**src/rtl/cordic_pkg.sv**
```systemverilog
// Shared constants and FSM state type for the CORDIC phase generator.
// LATENCY tracks the downstream rotator pipeline depth (STAGES + 2).
package cordic_pkg;
  localparam int ANGLE_W    = 16;
  localparam int ANGLE_FULL = 65536;
  localparam int Q1_TH      = ANGLE_FULL / 4;
  localparam int Q2_TH      = ANGLE_FULL / 2;
  localparam int Q3_TH      = (ANGLE_FULL / 4) * 3;
  localparam int STAGES     = 6;
  localparam int LATENCY    = STAGES + 2;

  typedef enum logic [1:0] {
    S_IDLE  = 2'd0,
    S_RUN   = 2'd1,
    S_DRAIN = 2'd2
  } state_t;
endpackage

```
**src/rtl/valid_delay.sv**
```systemverilog
// DEPTH-cycle shift of a valid strobe, used to align with rotator outputs.
module valid_delay #(
  parameter int DEPTH = 8
) (
  input  logic clk,
  input  logic reset,
  input  logic i_din,
  output logic o_dout
);
  logic [DEPTH-1:0] r_sr;

  always_ff @(posedge clk or posedge reset) begin
    if (reset) begin
      r_sr <= '0;
    end else begin
      r_sr[0] <= i_din;
      for (int i = 1; i < DEPTH; i++) r_sr[i] <= r_sr[i-1];
    end
  end

  assign o_dout = r_sr[DEPTH-1];
endmodule

```
**src/rtl/cordic_phase_gen.sv**
```systemverilog
// Phase accumulator feeding a CORDIC rotator: bursts of angles at a divided
// sample rate, then drains the rotator pipeline before signalling done.
module cordic_phase_gen #(
  parameter int RATE_W  = 8,
  parameter int LATENCY = cordic_pkg::LATENCY
) (
  input  logic               clk,
  input  logic               reset,
  input  logic               start,
  input  logic               stop,
  input  logic [15:0]        ftw,
  input  logic [15:0]        phase_off,
  input  logic [15:0]        burst_len,
  input  logic [RATE_W-1:0]  rate_div,
  output logic signed [31:0] angle,
  output logic               angle_valid,
  output logic               result_valid,
  output logic               busy,
  output logic               done,
  output logic [1:0]         dbg_state
);
  import cordic_pkg::*;

  localparam int DW = $clog2(LATENCY + 1);

  state_t              r_state;
  logic [15:0]         r_ftw;
  logic [15:0]         r_off;
  logic [15:0]         r_burst;
  logic [RATE_W-1:0]   r_rate;
  logic [RATE_W-1:0]   r_tick_cnt;
  logic [15:0]         r_acc;
  logic [15:0]         r_samp_cnt;
  logic [DW-1:0]       r_drain_cnt;
  logic [15:0]         r_angle;
  logic                r_angle_valid;
  logic                r_busy;
  logic                r_done;
  logic                w_tick;
  logic [15:0]         w_samp_next;
  logic                w_result_valid;

  assign w_tick      = (r_tick_cnt == r_rate);
  assign w_samp_next = r_samp_cnt + 16'd1;

  // stop is checked before the tick so an abort never emits a sample
  always_ff @(posedge clk or posedge reset) begin
    if (reset) begin
      r_state       <= S_IDLE;
      r_ftw         <= '0;
      r_off         <= '0;
      r_burst       <= '0;
      r_rate        <= '0;
      r_tick_cnt    <= '0;
      r_acc         <= '0;
      r_samp_cnt    <= '0;
      r_drain_cnt   <= '0;
      r_angle       <= '0;
      r_angle_valid <= 1'b0;
      r_busy        <= 1'b0;
      r_done        <= 1'b0;
    end else begin
      r_angle_valid <= 1'b0;
      r_done        <= 1'b0;
      case (r_state)
        S_IDLE: begin
          if (start) begin
            r_ftw      <= ftw;
            r_off      <= phase_off;
            r_burst    <= burst_len;
            r_rate     <= rate_div;
            r_acc      <= '0;
            r_samp_cnt <= '0;
            r_tick_cnt <= '0;
            r_busy     <= 1'b1;
            r_state    <= S_RUN;
          end
        end
        S_RUN: begin
          if (stop) begin
            r_drain_cnt <= DW'(LATENCY);
            r_state     <= S_DRAIN;
          end else if (w_tick) begin
            r_angle       <= r_acc + r_off;
            r_angle_valid <= 1'b1;
            r_acc         <= r_acc + r_ftw;
            r_samp_cnt    <= w_samp_next;
            r_tick_cnt    <= '0;
            if ((r_burst != 16'd0) && (w_samp_next == r_burst)) begin
              r_drain_cnt <= DW'(LATENCY);
              r_state     <= S_DRAIN;
            end
          end else begin
            r_tick_cnt <= r_tick_cnt + RATE_W'(1);
          end
        end
        S_DRAIN: begin
          // done lands on the edge the last sample leaves the delay line
          if (r_drain_cnt <= DW'(1)) begin
            r_drain_cnt <= '0;
            r_done      <= 1'b1;
            r_busy      <= 1'b0;
            r_state     <= S_IDLE;
          end else begin
            r_drain_cnt <= r_drain_cnt - DW'(1);
          end
        end
        default: begin
          r_busy  <= 1'b0;
          r_state <= S_IDLE;
        end
      endcase
    end
  end

  valid_delay #(.DEPTH(LATENCY)) u_valid_delay (
    .clk    (clk),
    .reset  (reset),
    .i_din  (r_angle_valid),
    .o_dout (w_result_valid)
  );

  assign angle        = {16'd0, r_angle};
  assign angle_valid  = r_angle_valid;
  assign result_valid = w_result_valid;
  assign busy         = r_busy;
  assign done         = r_done;
  assign dbg_state    = r_state;
endmodule
```
**config.mk**
```make
export PLATFORM = sky130hd
export DESIGN_NAME = cordic_phase_gen
export DESIGN_NICKNAME = d
export VERILOG_FILES = /design/src/rtl/cordic_pkg.sv /design/src/rtl/valid_delay.sv /design/src/rtl/cordic_phase_gen.sv
export SDC_FILE = /design/constraint.sdc
export NUM_CORES = 1
export LEC_CHECK = 0
export ABC_AREA = 1
export BUFFER_PORTS_ARGS = -buffer_cell sky130_fd_sc_hd__buf_2
export CORE_AREA = 2 2 125 127
export DETAILED_ROUTE_END_ITERATION = 6
export DIE_AREA = 0 0 127 129
export PLACE_DENSITY_LB_ADDON = 0.12
export SETUP_SLACK_MARGIN = 0.15
export SLEW_MARGIN = 30
export SYNTH_ARGS = -nofsm -noshare
export SYNTH_HDL_FRONTEND = slang
export SYNTH_HIERARCHICAL = 1
export SYNTH_SLANG_ARGS = --single-unit
export TNS_END_PERCENT = 1
```
**constraint.sdc**
```tcl
create_clock -name clk -period 9.6 [get_ports clk]
set_input_delay 2.88 -clock clk [delete_from_list [all_inputs] [get_ports clk]]
set_output_delay 2.88 -clock clk [all_outputs]
set_load 0.05 [all_outputs]
```
# Yosys cells after proc, flatten, opt, wreduce, memory -nomap -nowiden
# Index checks and enable logic that the tools add are counted.
dict set report op_classes {
  reduce_logical 12
  n_mux 30
  n_eq_ne 10
  n_addsub 5
  n_bitwise 2
  n_lt_le_gt_ge 1
}
# operator n
set op_table {}
lappend op_table {{two-way mux 16 bit} 5}
lappend op_table {{one-hot mux 16 bit (2 select lines)} 2}
lappend op_table {{adder 16 bit} 2}
lappend op_table {{two-way mux 8 bit} 3}
lappend op_table {{adder 16 x 1 -> 16 bit (second input constant)} 1}
lappend op_table {{== test 16 bit} 1}
lappend op_table {{two-way mux 4 bit} 4}
lappend op_table {{one-hot mux 8 bit (2 select lines)} 1}
lappend op_table {{nonzero test 16 bit} 1}
lappend op_table {{AND reduction 3 bit} 4}
lappend op_table {{two-way mux 2 bit} 5}
lappend op_table {{adder 8 x 1 -> 8 bit (second input constant)} 1}
lappend op_table {{== test 8 bit} 1}
lappend op_table {{!= test 2 bit (second input constant)} 4}
lappend op_table {{one-hot mux 4 bit (2 select lines)} 1}
lappend op_table {{AND reduction 4 bit} 2}
lappend op_table {{two-way mux 1 bit} 7}
lappend op_table {{!= test 3 bit (second input constant)} 2}
lappend op_table {{one-hot mux 2 bit (3 select lines)} 1}
lappend op_table {{<= comparator 4 x 1 -> 1 bit (second input constant)} 1}
lappend op_table {{nonzero test 2 bit} 2}
lappend op_table {{subtractor 4 x 1 -> 4 bit (second input constant)} 1}
lappend op_table {{one-hot mux 1 bit (3 select lines)} 1}
lappend op_table {{== test 2 x 1 -> 1 bit (second input constant)} 1}
lappend op_table {{other kinds (5)} 6}
dict set report totals {
  register_bits 129
  elab_cells 74
  out_inout_bits 38
}

# Depth between registers and ports, before layout
# Gate-level depths: netlist (run 1).
dict set report depth {
  depth_word 7
  ltp_mapped 17
}

# Hierarchy
# The synthesis (run 1) kept the hierarchy.
# mod seq_area_each_um2 area_per_inst_um2 cells_each n_inst
set by_module_without_submodules {}
lappend by_module_without_submodules {cordic_phase_gen 3027.9 7070.5 938 1}
lappend by_module_without_submodules {valid_delay 200.2 203.9 9 1}

# Least setup slack after synthesis (run 1)
# No wires, ideal clock.
dict set report synth_timing {
  path_kind {input to register}
  from {input port start}
  to {register r_burst[15]}
  arrival_time_ns 3.816
  n_path_buf 2
  required_time_ns 9.483
  setup_ns 0.117
  cell_stages 7
  path_slack_ns 5.667
  cell_sequence {inv_1 -> nor2_1 -> buf_2 -> clkinv_1 -> clkbuf_1 -> nand2_1 -> nand2_1}
}
dict set report synth_via {
  elab_chain_len 1
}
# item line
set synth_rtl {}
lappend synth_rtl {{from (decl)} cordic_phase_gen.sv:9} ;# input logic start,
lappend synth_rtl {{AND reduction 2 bit (no line)} n/a}
lappend synth_rtl {{to (signal assigned)} cordic_phase_gen.sv:70} ;# r_burst <= burst_len;
lappend synth_rtl {{to (decl)} cordic_phase_gen.sv:29} ;# logic [15:0] r_burst;
# No other way between the ends.
# A chain may end at the register's enable or synchronous reset.

# Worst setup path in the final report (run 1)
dict set report layout_timing {
  from {input port start}
  to {register r_tick_cnt[6]}
}
dict set report layout_via {
  elab_chain_len 2
}
# item line
set layout_rtl {}
lappend layout_rtl {{!= test 2 bit (no line)} n/a}
lappend layout_rtl {{AND reduction 3 bit (no line)} n/a}
lappend layout_rtl {{to (signal assigned)} cordic_phase_gen.sv:94} ;# r_tick_cnt <= r_tick_cnt + RATE_W'(1);
lappend layout_rtl {{to (decl)} cordic_phase_gen.sv:31} ;# logic [RATE_W-1:0] r_tick_cnt;
# No other way between the ends.

==> flow_summary.toml, run 1 <==
[run_status]
status = "complete, no violations"

[placement]
routabilityCongestion = 0.887
dpl.hpwl_um = 12400
portBuffers = 81
pre_cts_ws_ns = 4.45

[global_routing]
grt_overflow = 0
track_usage_pct = 22.2
grt_pass1_wl_um = 28700
antenna_found_initial = 0
grt_max_degree = 74
grt_pass1_vias = 5876

[worst_setup_path]
crit_path_cell_trace = "buf_2, inv_1, nor2_4, buf_4, nor2_1, nor3_1, nand3_1, nand2_1, a22oi_1"
r2r_setup_slack_ns = 6.83
worstPathBufferInverterCount = 3
r2r_cells = 9
crit_family = "simple AND/OR/NAND/NOR gates"
slowest_stage = "buf_4"
critPathArrivalTime_ns = 5.03
r2r-start = "dbg_state[1]"
cp_max_fo = 48
crit_path_max_incr_delay_ns = 0.55
crit_path_start_kind = "input pin"
timing.rr.end = "r_tick_cnt[6]"
crit_type = "input pin to flop"
cp.required_ns = 9.89
end_kind = "flop"

[drt]
vias = 6297
wl_per_cell_um = 13.9
drt_iter0_drc = 413
vias_per_cell = 5.13
drt_wl_total_um = 17100
antenna_left = 0
drt_first_pass_iters = 5
drc_errors = 0

[timing]
slew_headroom_pct = 56.5
fin_skew_ns = 0.00654
drv_slew = 0
setup_ws_ns = 4.86
setup_viol = 0
period_minus_slack_ns = 4.74
max_freq_ghz = 0.211
rsz0062_at_grt = "no"
fin_crit_sh_pct = 49.4
hold_viol = 0
totalNegativeSetupSlack_ns = 0
worst_slew_pin_slew_ns = 0.652

[cts]
htree_num_levels = 4
cts.path.max_buffers = 2
holdBufCountCts = 0
root_buffer = "clkbuf_16"
cts.sinks = 129
insertion_delay_ns = 0.41
cts_setup_buffers = 0
cts_tree = "yes"
cts_resized = 0
clk_pin_slew_worst_paths_ns = 0.06
cts_buffers = 17

[die]
die_x_um = 127
dieArea_mm2 = 0.0164
core_mm2 = 0.0150
fp.dieH_um = 129
num_io_pins = 98
rows = 45
start_util_pct = 48.6

[synthesis]
synth_edf_count = 0
yosys_warnings = 6
synth_ff_type = "dfrtp_1"
seq_area_frac_synth_pct = 44.4
ys_top_cells_by_count = "nand2_1, dfrtp_1, inv_1"
syn_area_per_cell_um2 = 7.68
ys_ff_latch = 129
synth_async_sr_flop_share_pct = 100
syn-cell-area_mm2 = 0.00727
synthDistinctLibCells = 42
synth.most_common_cell = "nand2_1"
synth_cells = 947
yosysTopAreaCell = "dfrtp_1"
synth_top_area_share_pct = 44.4
synthTopCellsByArea = "dfrtp_1, nand2_1, ha_1, o21ai_0, inv_1"

[final_layout]
drive_gt1_share_pct = 14.1
postLayoutCoreUtil_pct = 56.2
areaGrowthSynthToFinish_pct = 15.7
nets = 1126
diodes = 0
nFillCells = 1498

[power_and_ir_drop]
powerDensity_mw_per_mm2 = 286
irDropWorstVdd_mv = 0.145
leakage_nw = 4.41

[hold_path]
hold_path.class = "flop to flop"
worstHoldEndpoint = "u_valid_delay/r_sr[1]"
whs_path_depth = 0
holdCritStartpoint = "u_valid_delay/r_sr[0]"

[flow_run]
maxCapViolCount = 0
[cell families after synthesis]
family | count (synthesis) | synth area share [%]
adders and majority gates | 36 | 6.40
other | 1 | 0.0516
DFF | 129 | 44.4
AOI/OAI and AO/OA | 145 | 10.9
xor gates and xnor gates | 12 | 1.65
buffers and inverters | 127 | 7.52
and+or+nand+nor | 497 | 29.1
[routing by layer]
metal / global-route usage (%) / wire length [um]
met5: 0 / 0
met4: 5.37 / 156
met3: 4.70 / 710
met2: 35.5 / 7900
met1: 31.2 / 8320
[state kept, by name (all words and copies together) (netlist names), 2 cells and up]
register and cells:
r_angle 16, u_valid_delay/r_sr 8, r_ftw 16, r_tick_cnt 8
r_rate 8, dbg_state 2, r_samp_cnt 16, r_drain_cnt 4
r_acc 16, r_off 16, r_burst 16
[layout by cell type (no fill, tap or decap), drive strengths merged, types with 5 or more instances in the layout]
| cell | instances |
|---|---|
| o21ai | 78 |
| nand4 | 17 |
| o22ai | 10 |
| ha | 34 |
| xor2 | 8 |
| nor2 | 68 |
| a21oi | 37 |
| inv | 90 |
| conb | 16 |
| clkbuf | 23 |
| or2 | 11 |
| dfrtp | 129 |
| nand2 | 337 |
| nand3 | 51 |
| o31ai | 5 |
| buf | 85 |
| nor3 | 9 |
[metrics by stage]
stage | std cells | hold WS [ns] | power [mW] | instance area [um2]
after floorplan | 962 | 0.331 | 1.51 | 7330
after global placement | 1199 | 0.332 | 1.73 | 7810
after detailed placement | 1199 | 0.337 | 1.74 | 7810
after CTS | 1228 | 0.350 | 2.43 | 8410
after global routing | 1228 | 0.360 | 2.60 | 8420
final | 1228 | 0.347 | 2.41 | 8420
[layout make-up]
class                   instances  area (um2)  area share [%]
repair buffers                 85         435            5.17
well taps                     188         235            2.79
multi-input cells             706        3560            42.3
flip-flops and latches        129        3230            38.4
clock buffers                  23         478            5.68
clock inverters                 6         130            1.55
inverters                      91         347            4.12
[worst max-delay path by stage]
stage,start,to,slack [ns],depth (start not counted)
floorplan,reset,angle_valid,3.51,1
global placement,start,r_tick_cnt[6],4.59,8
detailed placement,start,r_tick_cnt[6],4.45,8
CTS,start,r_tick_cnt[6],4.89,8
global route,start,r_tick_cnt[6],4.63,9
finish,start,r_tick_cnt[6],4.86,9
[report_power, final]
| group | switching (mW) | total [mW] | internal [mW] |
|---|---|---|---|
| logic | 0.614 | 0.896 | 0.282 |
| clock network | 0.226 | 0.676 | 0.450 |
| registers | 0.126 | 0.839 | 0.713 |
(Power assumes the default switching activity.)
==> run 2, diff against run 1 <==
- clock period: 9.6 -> 4.3 ns (I/O delays scaled with it)
==> run 2 against run 1 <==
  * Total power increased by 130%
  * First-iteration DRC count fell by 17%
  * Non-clock buffer count is 1 higher
  * Routed wire length rose by 2.4%
  * Die area is the same
  * Setup slack got worse by 3.5 ns
  * Sequential share of layout area is 0.36 points lower
  * Final cell count up 0.33%
  * Flip-flop and latch count is the same
  * Clock-buffer cell count decreased by 2
  * Register-to-register slack got worse by 5.5 ns
  * Critical path type unchanged
==> flow_summary.toml, run 2 (synthesis results as in run 1) <==
[timing]
totalNegativeSetupSlack_ns = 0
whs_ns = 0.347
hold_viol = 0
fin_crit_sh_pct = 68.8
period_minus_slack_ns = 2.96
rsz0062_at_grt = "no"
fin_skew_ns = 0.00801
max_freq_ghz = 0.338
worst_slew_pin_slew_ns = 0.669
setup_ws_ns = 1.34
slew_headroom_pct = 55.4
setup_viol = 0
drv_slew = 0

[final_layout]
final_cell_mix = "nand2_1, dfrtp_1, inv_1"
areaGrowthSynthToFinish_pct = 16.8
diodes = 0
final_area_mm2 = 0.00850
layout_commonest_cell = "nand2_1"
nets = 1127
drive_gt1_share_pct = 14.6
postLayoutCoreUtil_pct = 56.7

[cts]
root_buffer = "clkbuf_16"
holdBufCountCts = 0
htree_num_levels = 4
insertion_delay_ns = 0.43
clk_pin_slew_worst_paths_ns = 0.06
cts.path.max_buffers = 2
cts_resized = 0
cts_buffers = 17
cts_setup_buffers = 0
cts.sinks = 129
cts_tree = "yes"

[drt]
vias = 6296
drt_iter0_drc = 341
drt_wl_total_um = 17500
wl_per_cell_um = 14.2
vias_per_cell = 5.11
antenna_left = 0
drt_first_pass_iters = 5
drc_errors = 0

[die]
dieArea_mm2 = 0.0164
rows = 45
num_io_pins = 98
start_util_pct = 48.6
core_mm2 = 0.0150
fp.dieH_um = 129
die_x_um = 127

[worst_setup_path]
cp_max_fo = 30
crit_type = "input pin to flop"
crit_path_cell_trace = "buf_2, nor2_1, nand2_1, buf_4, inv_2, nor2_4, inv_2, o21ai_0"
cp.required_ns = 4.64
slowest_stage = "nor2_4"
cp_common_cell = "inv_2"
end_kind = "flop"
crit_path_start_kind = "input pin"
critPathArrivalTime_ns = 3.29
crit_path_max_incr_delay_ns = 0.55

[placement]
dpl.hpwl_um = 12400
portBuffers = 81
placed_area_mm2 = 0.00783
routabilityCongestion = 0.860
pre_cts_ws_ns = 0.876

[flow_run]
maxCapViolCount = 0

[run_status]
status = "complete, no violations"

[global_routing]
grt_overflow = 0
grt_max_degree = 122
grt_pass1_vias = 6178
grt_pass1_wl_um = 30000
track_usage_pct = 23.2
antenna_found_initial = 0

[power_and_ir_drop]
powerDensity_mw_per_mm2 = 650
leakage_nw = 4.44
irDropWorstVdd_mv = 0.318

[hold_path]
hold_path.class = "flop to flop"
==> run 2: final timing paths <==
check / from / to / slack [ns] / depth (start not counted)
worst max-delay path: stop / r_samp_cnt[11] / 1.34 / 8
worst min-delay path: u_valid_delay/r_sr[6] / u_valid_delay/r_sr[7] / 0.35 / 0
worst max register to register: r_tick_cnt[4] / r_samp_cnt[11] / 1.37 / 12
worst min register to register: u_valid_delay/r_sr[6] / u_valid_delay/r_sr[7] / 0.35 / 0
max in group asynchronous: reset / r_samp_cnt[8] / 2.75 / 3
min in group asynchronous: reset / u_valid_delay/r_sr[6] / 0.82 / 2
==> run 2: metal layers <==
layer  vias to the layer above  wire length (um)  track usage (%)
li1                       3214                 -                -
met1                      2919              8360             31.9
met2                       138              8110             37.0
met3                        25               758             4.49
met4                         0               264             8.14
met5                         -                 0                0
==> run 2: layout make-up <==
| type | instances | area (um2) |
|---|---|---|
| Clock inverter | 11 | 208 |
| Timing Repair Buffer | 86 | 455 |
| Sequential cell | 129 | 3230 |
| Multi-Input combinational cell | 706 | 3560 |
| Inverter | 91 | 345 |
| Fill cell | 1453 | 6480 |
| Clock buffer | 21 | 460 |
| Tap cell | 188 | 235 |
==> run 2: stage by stage <==
stage / power, mW / std cells
after global routing: 5.96 / 1232
after global placement: 3.87 / 1200
final: 5.53 / 1232
after detailed placement: 3.89 / 1200
after floorplan: 3.38 / 962
after CTS: 5.57 / 1232
==> run 2: worst max-delay path: cells and delay by family <==
kind | cells | cell delay [ns]
simple gates | 3 | 0.70
compound gates | 1 | 0.23
buf+inv | 4 | 1.06
==> run 2: power by group <==
part / total (mW) / switching (mW) / internal, mW
clock network: 1.66 / 0.544 / 1.11
logic: 2.01 / 1.38 / 0.632
registers: 1.86 / 0.263 / 1.59
==> run 3, diff against run 2 <==
- clock period: 4.3 -> 3.1 ns (I/O delays scaled with it)
==> run 3 against run 2 <==
  * Setup slack worse by 0.67 ns
  * Routed wire length is 1.3% lower
  * Register-to-register slack worse by 0.70 ns
  * Non-clock buffer count is 3 higher
  * Final cell count is 0.24% higher
  * Core utilization is 0.35 points higher
  * Global-route usage is 0.83 points lower
  * Hold slack better by 0.0016 ns
  * Critical endpoint is now r_angle[12]
  * Largest cell class unchanged
  * Highest routed layer unchanged
==> flow_summary.toml, run 3 (synthesis results as in run 1) <==
[die]
start_util_pct = 48.6
die_x_um = 127
rows = 45
dieArea_mm2 = 0.0164
core_mm2 = 0.0150
num_io_pins = 98
fp.dieH_um = 129

[final_layout]
postLayoutCoreUtil_pct = 57.1
drive_gt1_share_pct = 14.9
nets = 1130
nFillCells = 1458
final_cell_mix = "nand2_1, dfrtp_1, inv_1"
diodes = 0
layout_commonest_cell = "nand2_1"
areaGrowthSynthToFinish_pct = 17.5

[cts]
cts.sinks = 129
root_buffer = "clkbuf_16"
cts_setup_buffers = 0
cts_tree = "yes"
cts_buffers = 17
holdBufCountCts = 0
cts_resized = 0
htree_num_levels = 4
clk_pin_slew_worst_paths_ns = 0.06
cts.path.max_buffers = 2
insertion_delay_ns = 0.41

[global_routing]
antenna_found_initial = 0
track_usage_pct = 22.4
grt_pass1_vias = 5994
grt_overflow = 0
grt_pass1_wl_um = 28800
grt_max_degree = 51

[run_status]
status = "complete, no violations"

[power_and_ir_drop]
powerDensity_mw_per_mm2 = 894
finalPower_mw = 7.64
irDropWorstVdd_mv = 0.542
leakage_nw = 4.46

[drt]
drc_errors = 0
vias = 6282
vias_per_cell = 5.09
drt_iter0_drc = 297
drt_wl_total_um = 17300
wl_per_cell_um = 14.0
antenna_left = 0
drt_first_pass_iters = 6

[timing]
fin_skew_ns = 0.00585
whs_ns = 0.348
hold_viol = 0
totalNegativeSetupSlack_ns = 0
max_freq_ghz = 0.412
worst_slew_pin_slew_ns = 0.773
slew_headroom_pct = 48.3
setup_viol = 0
period_minus_slack_ns = 2.43
rsz0062_at_grt = "no"
drv_slew = 0
fin_crit_sh_pct = 78.3

[worst_setup_path]
slowest_stage = "fa_1"
crit_path_cell_trace = "ha_1, inv_1, fa_1, nor3_1, nor2_1, o21ai_0, a21boi_0, o21ai_0, a21oi_1, o21ai_0, nand2_1"
crit_family = "compound AO/OA/AOI/OAI gates"
cp_common_cell = "o21ai_0"
end_kind = "flop"
crit_type = "flop to flop"
crit_path_max_incr_delay_ns = 0.43
cp.required_ns = 3.40
cp_max_fo = 4
crit_path_start_kind = "flop"
critPathArrivalTime_ns = 2.73
worstPathBufferInverterCount = 1

[placement]
routabilityCongestion = 0.886
dpl.hpwl_um = 12600
portBuffers = 81

[flow_run]
maxCapViolCount = 0

[hold_path]
hold_path.class = "flop to flop"
## run 3: cell types whose count changed in the layout (fill, tap and decap cells not counted), sizes merged
cell	before	now
buf	86	89
bufinv	6	5
clkinvlp	2	3
clkbuf	21	23
clkinv	5	3
## run 3: through the flow
stage / cell area, um2 / cells / worst slack (ns)
floorplan: 7330 / 962 / 0.687
global placement: 7880 / 1203 / 0.574
detailed placement: 7880 / 1203 / 0.543
CTS: 8550 / 1235 / 0.685
global route: 8550 / 1235 / 0.437
finish: 8550 / 1235 / 0.672
## run 3: final timing paths
check | from | end | slack [ns] | depth (start not counted)
worst max register to register | r_acc[0] | r_angle[12] | 0.67 | 11
min in group asynchronous | reset | u_valid_delay/r_sr[6] | 0.48 | 2
worst max-delay path | r_acc[0] | r_angle[12] | 0.67 | 11
worst min-delay path | u_valid_delay/r_sr[4] | u_valid_delay/r_sr[5] | 0.35 | 0
max in group asynchronous | reset | r_ftw[9] | 1.78 | 3
worst min register to register | u_valid_delay/r_sr[4] | u_valid_delay/r_sr[5] | 0.35 | 0
## run 3: cell type report
type	instances	area, um2	share of cell area, %
Multi-Input combinational cell	706	3560	41.7
Sequential cell	129	3230	37.8
Timing Repair Buffer	89	503	5.88
Clock buffer	23	498	5.83
Inverter	91	345	4.04
Tap cell	188	235	2.75
Clock inverter	9	175	2.05
## run 3: power by group
group          internal (mW)  total [mW]  switching, mW  leakage, nW
sequential              2.21        2.59          0.382         1.68
clock                   1.53        2.26          0.727        0.325
combinational          0.884        2.80           1.91         2.45
## run 3: metal layers
metal / vias up / GRT usage (%) / wire, um
met5: - / 0 / 0
met4: 0 / 5.69 / 210
met3: 14 / 4.91 / 642
met2: 118 / 36.6 / 7990
met1: 2922 / 30.6 / 8420
li1: 3228 / - / -
## run 3: worst register-to-register path, stage by stage (launching register included)
cell and delay (ns):
dfrtp_1 0.38, ha_1 0.17, inv_1 0.05, fa_1 0.43, nor3_1 0.20, nor2_1 0.09, o21ai_0 0.27, a21boi_0 0.21
o21ai_0 0.25, a21oi_1 0.10, o21ai_0 0.09, nand2_1 0.06
